File: src/rtl/ysyx_25030093_ifu_pkg.sv
// Shared types and constants for the instruction fetch unit.
package ysyx_25030093_ifu_pkg;

  typedef enum logic [2:0] {
    BOOT,
    IDLE,
    AR,
    R,
    HOLD
  } state_t;

  localparam logic [1:0] ERR_NONE     = 2'd0;
  localparam logic [1:0] ERR_BUS      = 2'd1;
  localparam logic [1:0] ERR_MISALIGN = 2'd2;

  localparam logic [1:0]  RESP_OKAY        = 2'b00;
  localparam logic [31:0] DEFAULT_RESET_PC = 32'h8000_0000;

endpackage

File: src/rtl/ysyx_25030093_ifu.sv
// Multi-cycle instruction fetch unit: one outstanding read on a valid/ready bus,
// result held for decode until consumed.
module ysyx_25030093_ifu
  import ysyx_25030093_ifu_pkg::*;
#(
  parameter logic [31:0] RESET_PC = DEFAULT_RESET_PC,
  parameter int          CNT_W    = 32
) (
  input  logic             clk,
  input  logic             rst,
  input  logic             npc_valid,
  input  logic [31:0]      npc,
  output logic             npc_ready,
  output logic [31:0]      araddr,
  output logic             arvalid,
  input  logic             arready,
  input  logic [31:0]      rdata,
  input  logic [1:0]       rresp,
  input  logic             rvalid,
  output logic             rready,
  output logic             inst_valid,
  output logic [31:0]      inst,
  output logic [31:0]      inst_pc,
  output logic [1:0]       inst_err,
  input  logic             inst_ready,
  output logic [CNT_W-1:0] fetch_cnt,
  output logic [CNT_W-1:0] stall_cnt
);

  state_t      state;
  logic [31:0] pc_q;

  // Handshake outputs are pure decodes of the state register, so no input
  // reaches an output combinationally.
  assign npc_ready  = (state == IDLE);
  assign arvalid    = (state == AR);
  assign rready     = (state == R);
  assign inst_valid = (state == HOLD);

  always_ff @(posedge clk) begin
    if (rst) begin
      state     <= BOOT;
      pc_q      <= '0;
      araddr    <= '0;
      inst      <= '0;
      inst_pc   <= '0;
      inst_err  <= ERR_NONE;
      fetch_cnt <= '0;
      stall_cnt <= '0;
    end else begin
      if (state == AR || state == R) begin
        stall_cnt <= stall_cnt + CNT_W'(1);
      end

      case (state)
        BOOT: begin
          pc_q   <= RESET_PC;
          araddr <= RESET_PC;
          state  <= AR;
        end

        IDLE: begin
          if (npc_valid) begin
            pc_q <= npc;
            if (npc[1:0] == 2'b00) begin
              araddr <= npc;
              state  <= AR;
            end else begin
              // Misaligned PC never touches the bus; report it straight away.
              inst     <= '0;
              inst_pc  <= npc;
              inst_err <= ERR_MISALIGN;
              state    <= HOLD;
            end
          end
        end

        AR: begin
          if (arready) begin
            state <= R;
          end
        end

        R: begin
          if (rvalid) begin
            inst     <= rdata;
            inst_pc  <= pc_q;
            inst_err <= (rresp != RESP_OKAY) ? ERR_BUS : ERR_NONE;
            state    <= HOLD;
          end
        end

        HOLD: begin
          if (inst_ready) begin
            fetch_cnt <= fetch_cnt + CNT_W'(1);
            state     <= IDLE;
          end
        end

        default: state <= BOOT;
      endcase
    end
  end

endmodule
File: config.mk
export PLATFORM = sky130hd
export DESIGN_NAME = ysyx_25030093_ifu
export DESIGN_NICKNAME = d
export VERILOG_FILES = /design/src/rtl/ysyx_25030093_ifu_pkg.sv /design/src/rtl/ysyx_25030093_ifu.sv
export SDC_FILE = /design/constraint.sdc
export NUM_CORES = 1
export LEC_CHECK = 0
export CAP_MARGIN = 20
export CORE_MARGIN = 2
export CORE_UTILIZATION = 42
export DETAILED_ROUTE_END_ITERATION = 8
export PLACE_DENSITY = 0.72
export SYNTH_ARGS = -nofsm -noshare
export SYNTH_HDL_FRONTEND = slang
export SYNTH_SLANG_ARGS = --single-unit
File: constraint.sdc
create_clock -name clk -period 2.2 [get_ports clk]
set_input_delay 0.33 -clock clk [delete_from_list [all_inputs] [get_ports clk]]
set_output_delay 0.33 -clock clk [all_outputs]
set_load 0.005 [all_outputs]
==> Word level (Yosys, flattened, before mapping) <==
Index checks and enable logic that the tools add are counted.
{ "totals": {"out_inout_bits": 166, "regBits": 197, "wordCells": 55} }
{ "op_classes": {"add_sub_neg": 2, "mux": 24, "n_reduce_logical": 11, "n_eq_ne": 10} }
{ "op_table": {"columns": ["cell", "count"], "rows": [
  ["$mux 32", 9],
  ["$pmux 32 s2", 4],
  ["$add 32x1->32 const B", 2],
  ["$mux 3", 5],
  ["$pmux 3 s5", 1],
  ["$reduce_and 4->1", 2],
  ["$eq 3x2->1 const B", 2],
  ["$mux 2", 3],
  ["$ne 2x1->1 const B", 3],
  ["$ne 2x2->1 const B", 3],
  ["$reduce_bool 2->1", 3],
  ["$pmux 2 s2", 1],
  ["$reduce_and 2->1", 2],
  ["$eq 3x1->1 const B", 1],
  ["$eq 3x3->1 const B", 1],
  ["$logic_not 3->1", 1],
  ["$reduce_and 3->1", 1],
  ["$logic_not 2->1", 1],
  ["$logic_or 1x1->1", 1],
  ["$mux 1", 1]
]} }

==> Longest topological paths before layout <==
{ "logic_depth": {"depth_word": 4, "mapped_depth": 8, "ltp_nobuf": 6} }

==> Worst setup path before layout <==
Ideal clock, no wire load.
{ "synth_path": {"kind": "register to register", "from": "register state[1]", "to": "register fetch_cnt[28]", "n_path_buf": 3, "t_required_ps": 2079, "t_arrival_ps": 1939, "synth_period_minus_slack_ps": 2060, "slack_ps": 140, "setup_time_ps": 121, "stages_incl_launch_ff": 8, "path_cell_list": "dfxtp_1 > buf_6 > nand4bb_1 > buf_2 > or4_1 > clkbuf_1 > nor3_1 > mux2_2"} }
{ "synth_between": {"elab_chain_len": 2} }
{ "synth_rtl": {"columns": ["element", "line", "text"], "rows": [
  ["start: declaration", "ysyx_25030093_ifu.sv:30", "state_t state;"],
  ["start signal: assignment", "ysyx_25030093_ifu.sv:42", "state <= BOOT;"],
  ["start signal: assignment", "ysyx_25030093_ifu.sv:59", "state <= AR;"],
  ["start signal: assignment", "ysyx_25030093_ifu.sv:67", "state <= AR;"],
  ["$eq 3x3->1", "ysyx_25030093_ifu.sv:55", "case (state)"],
  ["$reduce_and 2->1 (no source line)", null, null],
  ["end signal: assignment", "ysyx_25030093_ifu.sv:95", "fetch_cnt <= fetch_cnt + CNT_W'(1);"],
  ["end: declaration", "ysyx_25030093_ifu.sv:26", "output logic [CNT_W-1:0] fetch_cnt,"]
]} }
Every way passes these cells.
A chain may end at the register's enable or synchronous reset.

==> Final worst setup path <==
{ "layout_path": {"from": "register state[1]", "to": "output port arvalid"} }
{ "layout_between": {"elab_chain_len": 1} }
{ "layout_rtl": {"columns": ["element", "line", "text"], "rows": [
  ["$eq 3x2->1", "ysyx_25030093_ifu.sv:36", "assign arvalid = (state == AR);"],
  ["end: declaration", "ysyx_25030093_ifu.sv:15", "output logic arvalid,"]
]} }
Every way passes these cells.

==> flow_summary.ini <==
[pwr]
seq_power_share_pct = 42.6
switching_share_pct = 31.3
p_int_mw = 6.20
p_switching_mw = 2.82
p_leak_nw = 4.05
power.share.clock_pct = 35.5
p_per_area_nw_per_um2 = 755
peakVddDrop_v = 0.000487
p_comb_share_pct = 21.9

[final_layout]
finalInstanceArea_um2 = 12000
syn_to_final_growth_pct = 43.2
instances_no_fill = 1529
layout.nets = 1324
mostFrequentLayoutCells = clkdlybuf4s50_1 (233), dfxtp_1 (197), nand2_1 (152)
mostFrequentLayoutCell = clkdlybuf4s50_1
final_util_pct = 61.5
drive_above_1_share_pct = 8.87

[placement]
hpwl_um = 15700
port_buffers = 237
placed_area_um2 = 11300
numPlacedInstances = 1496
place_congestion = 0.823

[logic_synthesis]
async_reset_ff_share_pct = 0
yosysWarnings = 0
synth_seq_area_share_pct = 47.2
syn_avg_cell_area_um2 = 8.25
yosys.area.top_type = dfxtp_1
synthesis.area_um2 = 8350
syn_nets = 1087
yosys.area.top_type_share_pct = 47.2
syn_inst = 1013
ys.flop_type = dfxtp_1
ys_seq_elements = 197
yosys-top-cells-area = dfxtp_1 (47%), nand2_1 (6.8%), a21oi_1 (6.1%)
synth_edf_count = 0
synth_cell_types = 41

[timing]
finClkSkew_ps = 8.61
slew_headroom_pct = 39.9
period_share_pct = 95.9
fmax_ghz = 0.474
setup_violations = 0
rsz0062_at_grt = no
tns_ps = 0
final_hold_viol_count = 0
worst_pin_slew_ps = 901
fin_crit_ps = 2110
maxSlewViolCount = 0

[worst_setup_path]
crit_type = register to primary output
arrival_ps = 1780
start_kind = register
cp_max_fo = 15
end_kind = primary output
worstPathRequired_ps = 1870

[detailed_routing]
wirelength_um = 23300
vias = 8016
viasPerCell = 5.24
wl_per_cell_um = 15.2
drt_iter0_drc = 374
drc = 0
ant_nets = 0
drtPass1Iterations = 4

[clock_tree]
clock_sinks = 197
clock_path_buffers = 2
tritoncts = done
cts.clk_slew.worst_paths_ps = 70
clk_latency_ps = 430
hold_buffers = 0
htree_levels = 4
cts-root-buf = clkbuf_16
cts_setup_buffers = 0
numCtsBuffers = 17

[die]
die_x_um = 145
ios = 238
die_h_um = 145
core_um2 = 19500
start_util_pct = 42.9
die_area_um2 = 21000
num_rows = 51

[run]
max_cap_violations = 0

[global_routing]
grt_pass1_wl_um = 38600
antenna_found_initial = 1
overflow = 0
grt_pass1_vias = 7518
grt_use_total_pct = 22.1
grt_max_degree = 116

[worst_hold_path]
hp-class = register to register

[run_status]
outcome = completed
## synth_stat cells, types with 7 or more instances
master / instances
nand2_1: 152
xnor2_1: 13
or4_1: 32
nor2_1: 101
dfxtp_1: 197
nor3_1: 15
nand3_1: 80
mux2_2: 7
or3_1: 14
inv_1: 12
a21oi_1: 102
nand4_1: 15
a311oi_1: 32
nor2b_1: 10
buf_2: 7
o31ai_1: 21
clkbuf_1: 70
and2_1: 36
mux2i_1: 33
o21ai_0: 17
## final timing paths
check | startpoint | to | slack (ps) | depth (start not counted)
max | state[1]$_SDFFE_PP0P_ | arvalid | 90 | 5
min reg2reg | pc_q[0]$_SDFFE_PP0P_ | pc_q[0]$_SDFFE_PP0P_ | 450 | 2
min | pc_q[0]$_SDFFE_PP0P_ | pc_q[0]$_SDFFE_PP0P_ | 450 | 2
max reg2reg | state[2]$_SDFFE_PP0P_ | fetch_cnt[15]$_SDFFE_PP0P_ | 150 | 5
## per-layer routing
metal / vias up / global-route usage (%) / routed length, µm
li1: 4022 / - / -
met1: 3723 / 28.8 / 10400
met2: 242 / 35.0 / 10600
met3: 29 / 6.76 / 1860
met4: 0 / 7.08 / 484
met5: - / 0 / 0
## flip-flops by register name (all words and copies together) (netlist names)
register and cells:
stall_cnt 32, inst_pc 32, inst 32, fetch_cnt 32
araddr 32, state 3, pc_q 32, inst_err 2
## cell type report
cell class | count | area [µm²]
diodes | 1 | 2.50
clock buffers | 17 | 425
clock inverters | 15 | 196
fillers | 1716 | 7500
inverters | 12 | 45.0
multi-input cells | 724 | 4070
flip-flops and latches | 197 | 3940
well taps | 265 | 332
repair buffers | 298 | 2940
## critical path, stage by stage (launching register included)
cell and delay (ps):
dfxtp_1 320, buf_4 120, buf_6 160, nand2b_1 110
nor2_1 90, clkdlybuf4s50_1 550
## power by group through the flow
stage / clock, mW / sequential (mW) / combinational, mW
2_1_floorplan: 0 / 3.94 / 0.970
3_3_place_gp: 0 / 3.93 / 1.98
3_5_place_dp: 0 / 3.93 / 1.98
4_1_cts: 3.30 / 3.85 / 1.99
5_1_grt: 3.43 / 3.87 / 2.16
6_report: 3.20 / 3.85 / 1.98
## what timing repair did
item / CTS / global route
resized for setup: 3 / 1
pin swaps: 0 / 0
setup endpoints to repair: 3 / 1
gates cloned: 0 / 0
## cell families after synthesis
| kind of cell | share of synthesized area (%) |
|---|---|
| simple gates | 28.4 |
| flops | 47.2 |
| compound gates | 12.9 |
| buf+inv | 4.33 |
| mux | 4.90 |
| xor+xnor | 1.99 |
| fa+ha+maj | 0.299 |
## stage by stage
step           hold slack, ps  total power, mW  worst slack (ps)
2_1_floorplan             432             4.92               140
3_3_place_gp              439             5.90              -267
3_5_place_dp              445             5.91              -282
4_1_cts                   441             9.13              35.3
5_1_grt                   473             9.46             0.221
6_report                  453             9.03              89.7
(Power assumes the default switching activity.)
